<file path="config.mk">
export PLATFORM = sky130hd
export DESIGN_NAME = wb_proj_ctrl_flat
export DESIGN_NICKNAME = d
export VERILOG_FILES = /design/src/rtl/wb_proj_ctrl_if.sv /design/src/rtl/wb_proj_ctrl.sv /design/src/flat_wrapper.sv
export SDC_FILE = /design/constraint.sdc
export NUM_CORES = 1
export LEC_CHECK = 0
export CAP_MARGIN = 20
export CELL_PAD_IN_SITES_DETAIL_PLACEMENT = 0
export CELL_PAD_IN_SITES_GLOBAL_PLACEMENT = 2
export CORE_AREA = 3 3 129 131
export DETAILED_ROUTE_END_ITERATION = 8
export DIE_AREA = 0 0 132 134
export PLACE_DENSITY_LB_ADDON = 0.1
export RECOVER_POWER = 25
export SKIP_LAST_GASP = 1
export SYNTH_ARGS = -nofsm -noshare
export SYNTH_HDL_FRONTEND = slang
export SYNTH_SLANG_ARGS = --single-unit
</file>
<file path="constraint.sdc">
create_clock -name wb_clk_i -period 6.7 [get_ports wb_clk_i]
set_input_delay 1.34 -clock wb_clk_i [delete_from_list [all_inputs] [get_ports wb_clk_i]]
set_output_delay 1.34 -clock wb_clk_i [all_outputs]
set_load 0.1 [all_outputs]
</file>
<file path="src/rtl/wb_proj_ctrl_if.sv">
// Wishbone classic slave bundle for the project reset controller.
interface wb_proj_ctrl_if;
  logic        wbs_cyc_i;
  logic        wbs_stb_i;
  logic        wbs_we_i;
  logic [3:0]  wbs_sel_i;
  logic [31:0] wbs_adr_i;
  logic [31:0] wbs_dat_i;
  logic        wbs_ack_o;
  logic [31:0] wbs_dat_o;

  modport slave (
    input  wbs_cyc_i, wbs_stb_i, wbs_we_i, wbs_sel_i, wbs_adr_i, wbs_dat_i,
    output wbs_ack_o, wbs_dat_o
  );

  modport master (
    output wbs_cyc_i, wbs_stb_i, wbs_we_i, wbs_sel_i, wbs_adr_i, wbs_dat_i,
    input  wbs_ack_o, wbs_dat_o
  );
endinterface

</file>
<file path="src/rtl/wb_proj_ctrl.sv">
// Wishbone-controlled project selector: holds all project resets low for a programmable
// time after each CTRL write, then releases the selected one. Optional irq: WB_PROJ_CTRL_IRQ_EN.
//
// state | meaning
// IDLE  | no project running, all project resets low
// HOLD  | reset hold timer counting down, all project resets low
// RUN   | active project out of reset, settings applied
module wb_proj_ctrl #(
  parameter logic [31:0] BASE_ADDR   = 32'h3000_0000,
  parameter int          HOLD_CYCLES = 16
) (
  input  logic               wb_clk_i,
  input  logic               wb_rst_i,
  wb_proj_ctrl_if.slave      wbs,
  output logic               rst_blinker,
  output logic               rst_sid,
  output logic               rst_sn76489,
  output logic               rst_qcpu,
  output logic [31:0]        custom_settings,
  output logic               irq
);

  typedef enum logic [1:0] {
    ST_IDLE = 2'd0,
    ST_HOLD = 2'd1,
    ST_RUN  = 2'd2
  } state_t;

  state_t      state_q, state_nxt;
  logic [7:0]  cnt_q, cnt_nxt;
  logic [2:0]  ctrl_q;
  logic [31:0] shadow_q;
  logic [7:0]  hold_q;
  logic [1:0]  act_sel_q, act_sel_nxt;
  logic [3:0]  prst_q;
  logic [31:0] settings_q;
  logic        ack_q;
  logic [31:0] dat_q;
  logic [31:0] rd_data;

  logic        accept, hit, wr, ctrl_wr, enter_run;
  logic [1:0]  reg_sel;

  wire unused_adr_lsb = &{1'b0, wbs.wbs_adr_i[1:0]};

  always_comb begin
    reg_sel = wbs.wbs_adr_i[3:2];
    accept  = wbs.wbs_cyc_i & wbs.wbs_stb_i & ~ack_q;
    hit     = (wbs.wbs_adr_i[31:4] == BASE_ADDR[31:4]);
    wr      = accept & hit & wbs.wbs_we_i;
    ctrl_wr = wr & (reg_sel == 2'd0) & wbs.wbs_sel_i[0];
  end

  // A CTRL write restarts the hold from any state, including a hold in progress.
  always_comb begin
    state_nxt = state_q;
    cnt_nxt   = cnt_q;
    if (ctrl_wr) begin
      state_nxt = ST_HOLD;
      cnt_nxt   = (hold_q == 8'd0) ? 8'd1 : hold_q;
    end else begin
      case (state_q)
        ST_HOLD: begin
          if (cnt_q == 8'd1) begin
            state_nxt = ctrl_q[2] ? ST_RUN : ST_IDLE;
            cnt_nxt   = 8'd0;
          end else begin
            cnt_nxt = cnt_q - 8'd1;
          end
        end
        default: ;
      endcase
    end
  end

  always_comb begin
    enter_run   = (state_q == ST_HOLD) && (state_nxt == ST_RUN);
    act_sel_nxt = enter_run ? ctrl_q[1:0] : act_sel_q;
  end

  always_comb begin
    rd_data = 32'd0;
    case (reg_sel)
      2'd0: rd_data = {29'd0, ctrl_q};
      2'd1: rd_data = shadow_q;
      2'd2: rd_data = {24'd0, hold_q};
      2'd3: rd_data = {28'd0, state_q == ST_RUN, state_q == ST_HOLD, act_sel_q};
      default: rd_data = 32'd0;
    endcase
  end

  always_ff @(posedge wb_clk_i) begin
    if (wb_rst_i) begin
      state_q <= ST_IDLE;
      cnt_q   <= 8'd0;
    end else begin
      state_q <= state_nxt;
      cnt_q   <= cnt_nxt;
    end
  end

  always_ff @(posedge wb_clk_i) begin
    if (wb_rst_i) begin
      ctrl_q     <= 3'd0;
      shadow_q   <= 32'd0;
      hold_q     <= 8'(HOLD_CYCLES);
      act_sel_q  <= 2'd0;
      prst_q     <= 4'd0;
      settings_q <= 32'd0;
      ack_q      <= 1'b0;
      dat_q      <= 32'd0;
    end else begin
      ack_q <= accept;
      dat_q <= (accept && hit && !wbs.wbs_we_i) ? rd_data : 32'd0;
      if (wr) begin
        case (reg_sel)
          2'd0: if (wbs.wbs_sel_i[0]) ctrl_q <= wbs.wbs_dat_i[2:0];
          2'd1: begin
            for (int b = 0; b < 4; b++) begin
              if (wbs.wbs_sel_i[b]) shadow_q[8*b +: 8] <= wbs.wbs_dat_i[8*b +: 8];
            end
          end
          2'd2: if (wbs.wbs_sel_i[0]) hold_q <= wbs.wbs_dat_i[7:0];
          default: ;
        endcase
      end
      if (enter_run) settings_q <= shadow_q;
      act_sel_q <= act_sel_nxt;
      prst_q    <= (state_nxt == ST_RUN) ? (4'd1 << act_sel_nxt) : 4'd0;
    end
  end

  assign wbs.wbs_ack_o   = ack_q;
  assign wbs.wbs_dat_o   = dat_q;
  assign rst_blinker     = prst_q[0];
  assign rst_sid         = prst_q[1];
  assign rst_sn76489     = prst_q[2];
  assign rst_qcpu        = prst_q[3];
  assign custom_settings = settings_q;

`ifdef WB_PROJ_CTRL_IRQ_EN
  logic irq_q;
  always_ff @(posedge wb_clk_i) begin
    if (wb_rst_i) irq_q <= 1'b0;
    else          irq_q <= enter_run;
  end
  assign irq = irq_q;
`else
  assign irq = 1'b0;
`endif

endmodule

</file>
<file path="src/flat_wrapper.sv">
// flat-port wrapper written by rule: the top's interface ports become plain ports
module wb_proj_ctrl_flat 
#(
  parameter logic [31:0] BASE_ADDR   = 32'h3000_0000,
  parameter int          HOLD_CYCLES = 16
)
  (wb_clk_i, wb_rst_i, rst_blinker, rst_sid, rst_sn76489, rst_qcpu, custom_settings, irq, wbs_wbs_cyc_i, wbs_wbs_stb_i, wbs_wbs_we_i, wbs_wbs_sel_i, wbs_wbs_adr_i, wbs_wbs_dat_i, wbs_wbs_ack_o, wbs_wbs_dat_o);
  wb_proj_ctrl_if wbs_i ();
  input  logic wb_clk_i;
  input  logic wb_rst_i;
  output logic rst_blinker;
  output logic rst_sid;
  output logic rst_sn76489;
  output logic rst_qcpu;
  output logic [31:0] custom_settings;
  output logic irq;
  input wire logic [$bits(wbs_i.wbs_cyc_i)-1:0] wbs_wbs_cyc_i;
  input wire logic [$bits(wbs_i.wbs_stb_i)-1:0] wbs_wbs_stb_i;
  input wire logic [$bits(wbs_i.wbs_we_i)-1:0] wbs_wbs_we_i;
  input wire logic [$bits(wbs_i.wbs_sel_i)-1:0] wbs_wbs_sel_i;
  input wire logic [$bits(wbs_i.wbs_adr_i)-1:0] wbs_wbs_adr_i;
  input wire logic [$bits(wbs_i.wbs_dat_i)-1:0] wbs_wbs_dat_i;
  output wire logic [$bits(wbs_i.wbs_ack_o)-1:0] wbs_wbs_ack_o;
  output wire logic [$bits(wbs_i.wbs_dat_o)-1:0] wbs_wbs_dat_o;
  assign wbs_i.wbs_cyc_i = wbs_wbs_cyc_i;
  assign wbs_i.wbs_stb_i = wbs_wbs_stb_i;
  assign wbs_i.wbs_we_i = wbs_wbs_we_i;
  assign wbs_i.wbs_sel_i = wbs_wbs_sel_i;
  assign wbs_i.wbs_adr_i = wbs_wbs_adr_i;
  assign wbs_i.wbs_dat_i = wbs_wbs_dat_i;
  assign wbs_wbs_ack_o = wbs_i.wbs_ack_o;
  assign wbs_wbs_dat_o = wbs_i.wbs_dat_o;
  wb_proj_ctrl #(.BASE_ADDR(BASE_ADDR), .HOLD_CYCLES(HOLD_CYCLES)) u_core (.wb_clk_i(wb_clk_i), .wb_rst_i(wb_rst_i), .wbs(wbs_i), .rst_blinker(rst_blinker), .rst_sid(rst_sid), .rst_sn76489(rst_sn76489), .rst_qcpu(rst_qcpu), .custom_settings(custom_settings), .irq(irq));
endmodule
</file>
Word-level counts from Yosys, hierarchy flattened. Index checks and enable logic that the tools add are counted.

Bits in registers: 124. Logic and storage cells: 57. Output and inout bits: 70. Input bits: 73.

Shift-type cells: 1. Equality and inequality tests: 8. Muxes and demuxes: 10. Reductions and logical operators: 15. Bitwise logic cells: 9. Add/sub/neg operators: 1.

Operator list (count): $pmux 32 s4 (1); $mux 8 (4); $eq 28x26->1 const B (1); $reduce_and 3->1 (6); $mux 2 (5); $eq 2x2->1 const B (4); $eq 8x1->1 const B (1); $logic_not 8->1 (1); $sub 8x1->8 const B (1); $and 1x1->1 (6); $eq 2x1->1 const B (2); $reduce_or 2->1 (2); $shl 1x2->4 const A (1); $logic_and 1x1->1 (3); $not 1->1 (3); $logic_not 2->1 (1); $reduce_bool 2->1 (1); $logic_not 1->1 (1).

Depth between registers and ports, before layout.
Word-level depth: 11. Depth in mapped cells: 9. Depth with buffers taken out: 7.

Least setup slack after synthesis. OpenSTA, ideal clock, no wires.

Path type: input to register. Start: in wbs_wbs_adr_i[5]. End: reg u_core.hold_q[4]. Buffers on the path: 0. Arrival time: 2901 ps. Library setup time: 120 ps. Setup slack: 3679 ps. Cell stages on the path: 5. Required time: 6580 ps. Cell sequence: nor4_2 -> nand4_4 -> nor4_4 -> nor2b_1 -> a211o_1.

Cells in the longest elaborated chain, start to end: 4.

RTL lines: from (decl) (line flat_wrapper.sv:21) `input wire logic [$bits(wbs_i.wbs_adr_i)-1:0] wbs_wbs_adr_i;`; $eq 28x26->1 (line wb_proj_ctrl.sv:49) `hit = (wbs.wbs_adr_i[31:4] == BASE_ADDR[31:4]);`; $and 1x1->1 (2 in a row) (line wb_proj_ctrl.sv:50) `wr = accept & hit & wbs.wbs_we_i;`; $reduce_and 3->1 (no source line); to (signal assigned) (line wb_proj_ctrl.sv:106) `hold_q <= 8'(HOLD_CYCLES);`; to (signal assigned) (line wb_proj_ctrl.sv:123) `2'd2: if (wbs.wbs_sel_i[0]) hold_q <= wbs.wbs_dat_i[7:0];`; to (decl) (line wb_proj_ctrl.sv:33) `logic [7:0] hold_q;`.

No other way between the ends. A chain may end at the register's enable or synchronous reset.

Final worst setup path.
Start: in wb_rst_i. End: reg u_core.cnt_q[0].

RTL lines: from (decl) (line flat_wrapper.sv:10) `input logic wb_rst_i;`; to (signal assigned) (line wb_proj_ctrl.sv:98) `cnt_q <= cnt_nxt;`; to (decl) (line wb_proj_ctrl.sv:30) `logic [7:0] cnt_q, cnt_nxt;`.

No word-level cell between the ends.

==> results.sh <==
export IMPL_fin_nets=665
export IMPL_cp_end_kind="register"
export IMPL_fin_area_sq_um=6960
export IMPL_path_clk_slew_ns=0.06
export IMPL_setup_viol=0
export IMPL_endpoint="u_core.cnt_q[0]$_SDFFE_PP0P_"
export IMPL_post_route_min_period_ns=4.58
export IMPL_clock_fmax_mhz=218
export IMPL_post_dp_cell_area_sq_um=6350
export IMPL_fin_crit_sh=0.683
export IMPL_synth_area_sq_um=4780
export IMPL_skew_ns=0.00555
export IMPL_synth_edff_count=0
export IMPL_syn2layout_area_growth_pct=45.5
export IMPL_hold_path_class="reg -> reg"
export IMPL_clock_sinks=124
export IMPL_grt_use_total=0.149
export IMPL_wl_met2_microns=5760
export IMPL_fillers=1506
export IMPL_design_die_area_sq_um=17700
export IMPL_cp_data_required_time_ns=6.86
export IMPL_gp_congestion=0.762
export IMPL_ioPinCount=143
export IMPL_r2r_start="u_core.wbs.wbs_ack_o$_SDFF_PP0_"
export IMPL_ys_seq_area_frac=0.519
export IMPL_synth_flop_cell="dfxtp_1"
export IMPL_rrSetupSlack_ns=3.98
export IMPL_start_util=0.304
export IMPL_worst_pin_slew_ns=3.11
export IMPL_rows=46
export IMPL_cts_path_max_buffers=2
export IMPL_die_x_microns=132
export IMPL_wl_met3_microns=950
export IMPL_cts_buffers=17
export IMPL_syn_num_nets=526
export IMPL_drt_vias_per_instance=4.56
export IMPL_hold_viol=0
export IMPL_start_kind="primary input"
export IMPL_max_stage_delay_ns=2.26
export IMPL_pwr_density_cell_nw_per_um2=256
export IMPL_maxCapViolCount=1
export IMPL_rr_worst_depth=6
export IMPL_finalSetupTns_ns=0
export IMPL_syn_inst=451
export IMPL_cp_arrival_ns=4.74
export IMPL_dr_pass1_iters=4
export IMPL_timing_max_transition_violations_final=69
export IMPL_post_cts_buffers=0
export IMPL_synthArstFlopShare=0
export IMPL_ir_drop_mv=0.158
export IMPL_root_buffer="clkbuf_16"
export IMPL_grt_max_degree=69
export IMPL_whs_ns=0.479
export IMPL_path_cells="clkbuf_1 -> clkbuf_1 -> nor3_1"
export IMPL_clk_latency_ns=0.41
export IMPL_coreArea_sq_um=15700
export IMPL_grt_setup_unrepaired="no"
export IMPL_post_dp_hpwl_microns=8900
export IMPL_antenna_found_initial=1
export IMPL_cts_tree="yes"
export IMPL_wl_met1_microns=5830
export IMPL_timing_rr_end="u_core.custom_settings[18]$_SDFFE_PP0P_"
export IMPL_cts_htree_levels=4
export IMPL_die_y_microns=134
export IMPL_grt_first_pass_wirelength_microns=20800
export IMPL_cts_resized=0
export IMPL_cp_max_fo=68
export IMPL_status="finished with violations"
export IMPL_yosys_cell_types_count=49
export IMPL_first_iter_violations=200
export IMPL_layout_drive_gt1_share=0.0897
export IMPL_ys_ff_latch=124
export IMPL_critPathLaunch="wb_rst_i"
export IMPL_crit_type="in -> reg"
export IMPL_grt_pass1_vias=3856
export IMPL_slew_headroom=-1.07
export IMPL_syn_area_per_cell_sq_um=10.6
export IMPL_crit_slowest_cell="clkbuf_1"
export IMPL_port_buffers=139
export IMPL_p_leak_nw=2.84
export IMPL_antenna_cells=0
export IMPL_drc=0
export IMPL_routed_wl_microns=12700
export IMPL_detail_route_antenna_nets=0
export IMPL_synth_warnings=0
export IMPL_vias=3733
export IMPL_routedWlPerCell_microns=15.6
export IMPL_overflow=0
export IMPL_ctsHoldBuffers=0
export IMPL_hold_depth=1
export IMPL_violations="max-capacitance violations, max-slew violations"
export IMPL_top_layer="met4"
export IMPL_cpMostUsedCell="clkbuf_1"
final cells by class:
class	instances	area (sq um)	share of cell area
flip-flops and latches	124	2480	0.357
repair buffers	141	1400	0.201
well taps	216	270	0.0388
clock inverters	11	166	0.0239
inverters	3	11.3	0.00162
multi-input cells	303	2160	0.311
clock buffers	20	467	0.0671
cells in the final DEF (no fill, tap or decap), types with 2 or more instances in the layout:
master,count
nand2b_1,3
nand3_1,5
o21ai_0,4
clkinvlp_4,3
dfxtp_1,124
nor4_4,4
clkbuf_1,2
inv_1,3
a22oi_1,5
nand3b_1,2
nor2b_1,7
dlygate4sd3_1,36
clkdlybuf4s50_1,102
or4_1,3
clkbuf_8,3
nor4_2,2
nor3_1,12
clkinv_2,3
bufinv_16,4
ha_1,2
nor2_1,90
nor4_1,5
nand2_1,13
nor3_4,4
a211oi_1,5
and3_1,4
a21oi_1,5
or3_1,2
mux2i_1,74
o31ai_1,3
clkbuf_16,17
mux4_2,3
and2_1,24
nor3b_1,2
cell families after synthesis:
logic type                 after synthesis  share of synthesized area
and+or+nand+nor                        191                      0.230
xor gates and xnor gates                 1                    0.00183
adders and majority gates                2                    0.00523
other                                    1                   0.000784
buffers and inverters                   24                     0.0254
AOI/OAI and AO/OA                       30                     0.0463
DFF                                    124                      0.519
muxes                                   78                      0.171
metal layers:
layer / global-route usage / up-vias
li1: - / 1856
met1: 0.187 / 1762
met2: 0.230 / 98
met3: 0.0619 / 17
met4: 0.0578 / 0
met5: 0 / -
worst max-delay path, delay by kind of cell:
kind / cells / cell delay (ns)
buffers and inverters: 2 / 3.16
AND/OR/NAND/NOR: 1 / 0.18
power by group:
part	switching, W	internal (W)
logic	0.0000291	0.0000400
clock network	0.000327	0.000648
registers	0.000000106	0.000738
total	0.000356	0.00143
Yosys cell counts, types with 4 or more instances:
| cell type | count | area share |
|---|---|---|
| clkbuf_1 | 15 | 0.012 |
| nor4_4 | 4 | 0.018 |
| nor3_1 | 12 | 0.013 |
| nor2b_1 | 7 | 0.0092 |
| nor2_1 | 90 | 0.071 |
| a21oi_1 | 5 | 0.0052 |
| a22oi_1 | 5 | 0.0079 |
| mux2i_1 | 74 | 0.15 |
| dfxtp_1 | 124 | 0.52 |
| nand2_1 | 13 | 0.010 |
| o21ai_0 | 4 | 0.0042 |
| nor3_4 | 4 | 0.014 |
| nor4_1 | 4 | 0.0052 |
| a211oi_1 | 5 | 0.0079 |
| and3_1 | 4 | 0.0052 |
| and2_1 | 24 | 0.031 |
| nand3_1 | 5 | 0.0052 |
state kept, by name (all words and copies together), names as in the netlist:
| signal | cells |
|---|---|
| u_core.custom_settings | 32 |
| u_core.shadow_q | 32 |
| u_core.wbs.wbs_dat_o | 32 |
| u_core.cnt_q | 8 |
| u_core.hold_q | 8 |
| u_core.prst_q | 4 |
| u_core.ctrl_q | 3 |
| u_core.act_sel_q | 2 |
| u_core.state_q | 2 |
| u_core.wbs.wbs_ack_o | 1 |
how the worst min path moves through the flow:
stage / startpoint / slack (ns) / endpoint
finish: u_core.shadow_q[13]$_SDFFE_PP0P_ / 0.48 / u_core.wbs.wbs_dat_o[13]$_SDFF_PP0_
detailed placement: u_core.shadow_q[13]$_SDFFE_PP0P_ / 0.46 / u_core.wbs.wbs_dat_o[13]$_SDFF_PP0_
CTS: u_core.shadow_q[13]$_SDFFE_PP0P_ / 0.48 / u_core.wbs.wbs_dat_o[13]$_SDFF_PP0_
global placement: u_core.shadow_q[8]$_SDFFE_PP0P_ / 0.46 / u_core.wbs.wbs_dat_o[8]$_SDFF_PP0_
floorplan: u_core.ctrl_q[2]$_SDFFE_PP0P_ / 0.45 / u_core.ctrl_q[2]$_SDFFE_PP0P_
global route: u_core.shadow_q[13]$_SDFFE_PP0P_ / 0.50 / u_core.wbs.wbs_dat_o[13]$_SDFF_PP0_
metrics by stage:
| stage | utilization | instances | total power (W) | setup slack [ns] |
|---|---|---|---|---|
| final | 0.443 | 818 | 0.00178 | 2.12 |
| after global routing | 0.443 | 818 | 0.00184 | 1.69 |
| after CTS | 0.444 | 818 | 0.00181 | 2.80 |
| after detailed placement | 0.404 | 787 | 0.000825 | 2.37 |
| after global placement | 0.404 | 787 | 0.000824 | 2.37 |
| after floorplan | - | 451 | 0.000775 | 3.68 |
No activity file was read; power rests on OpenSTA's default activity.
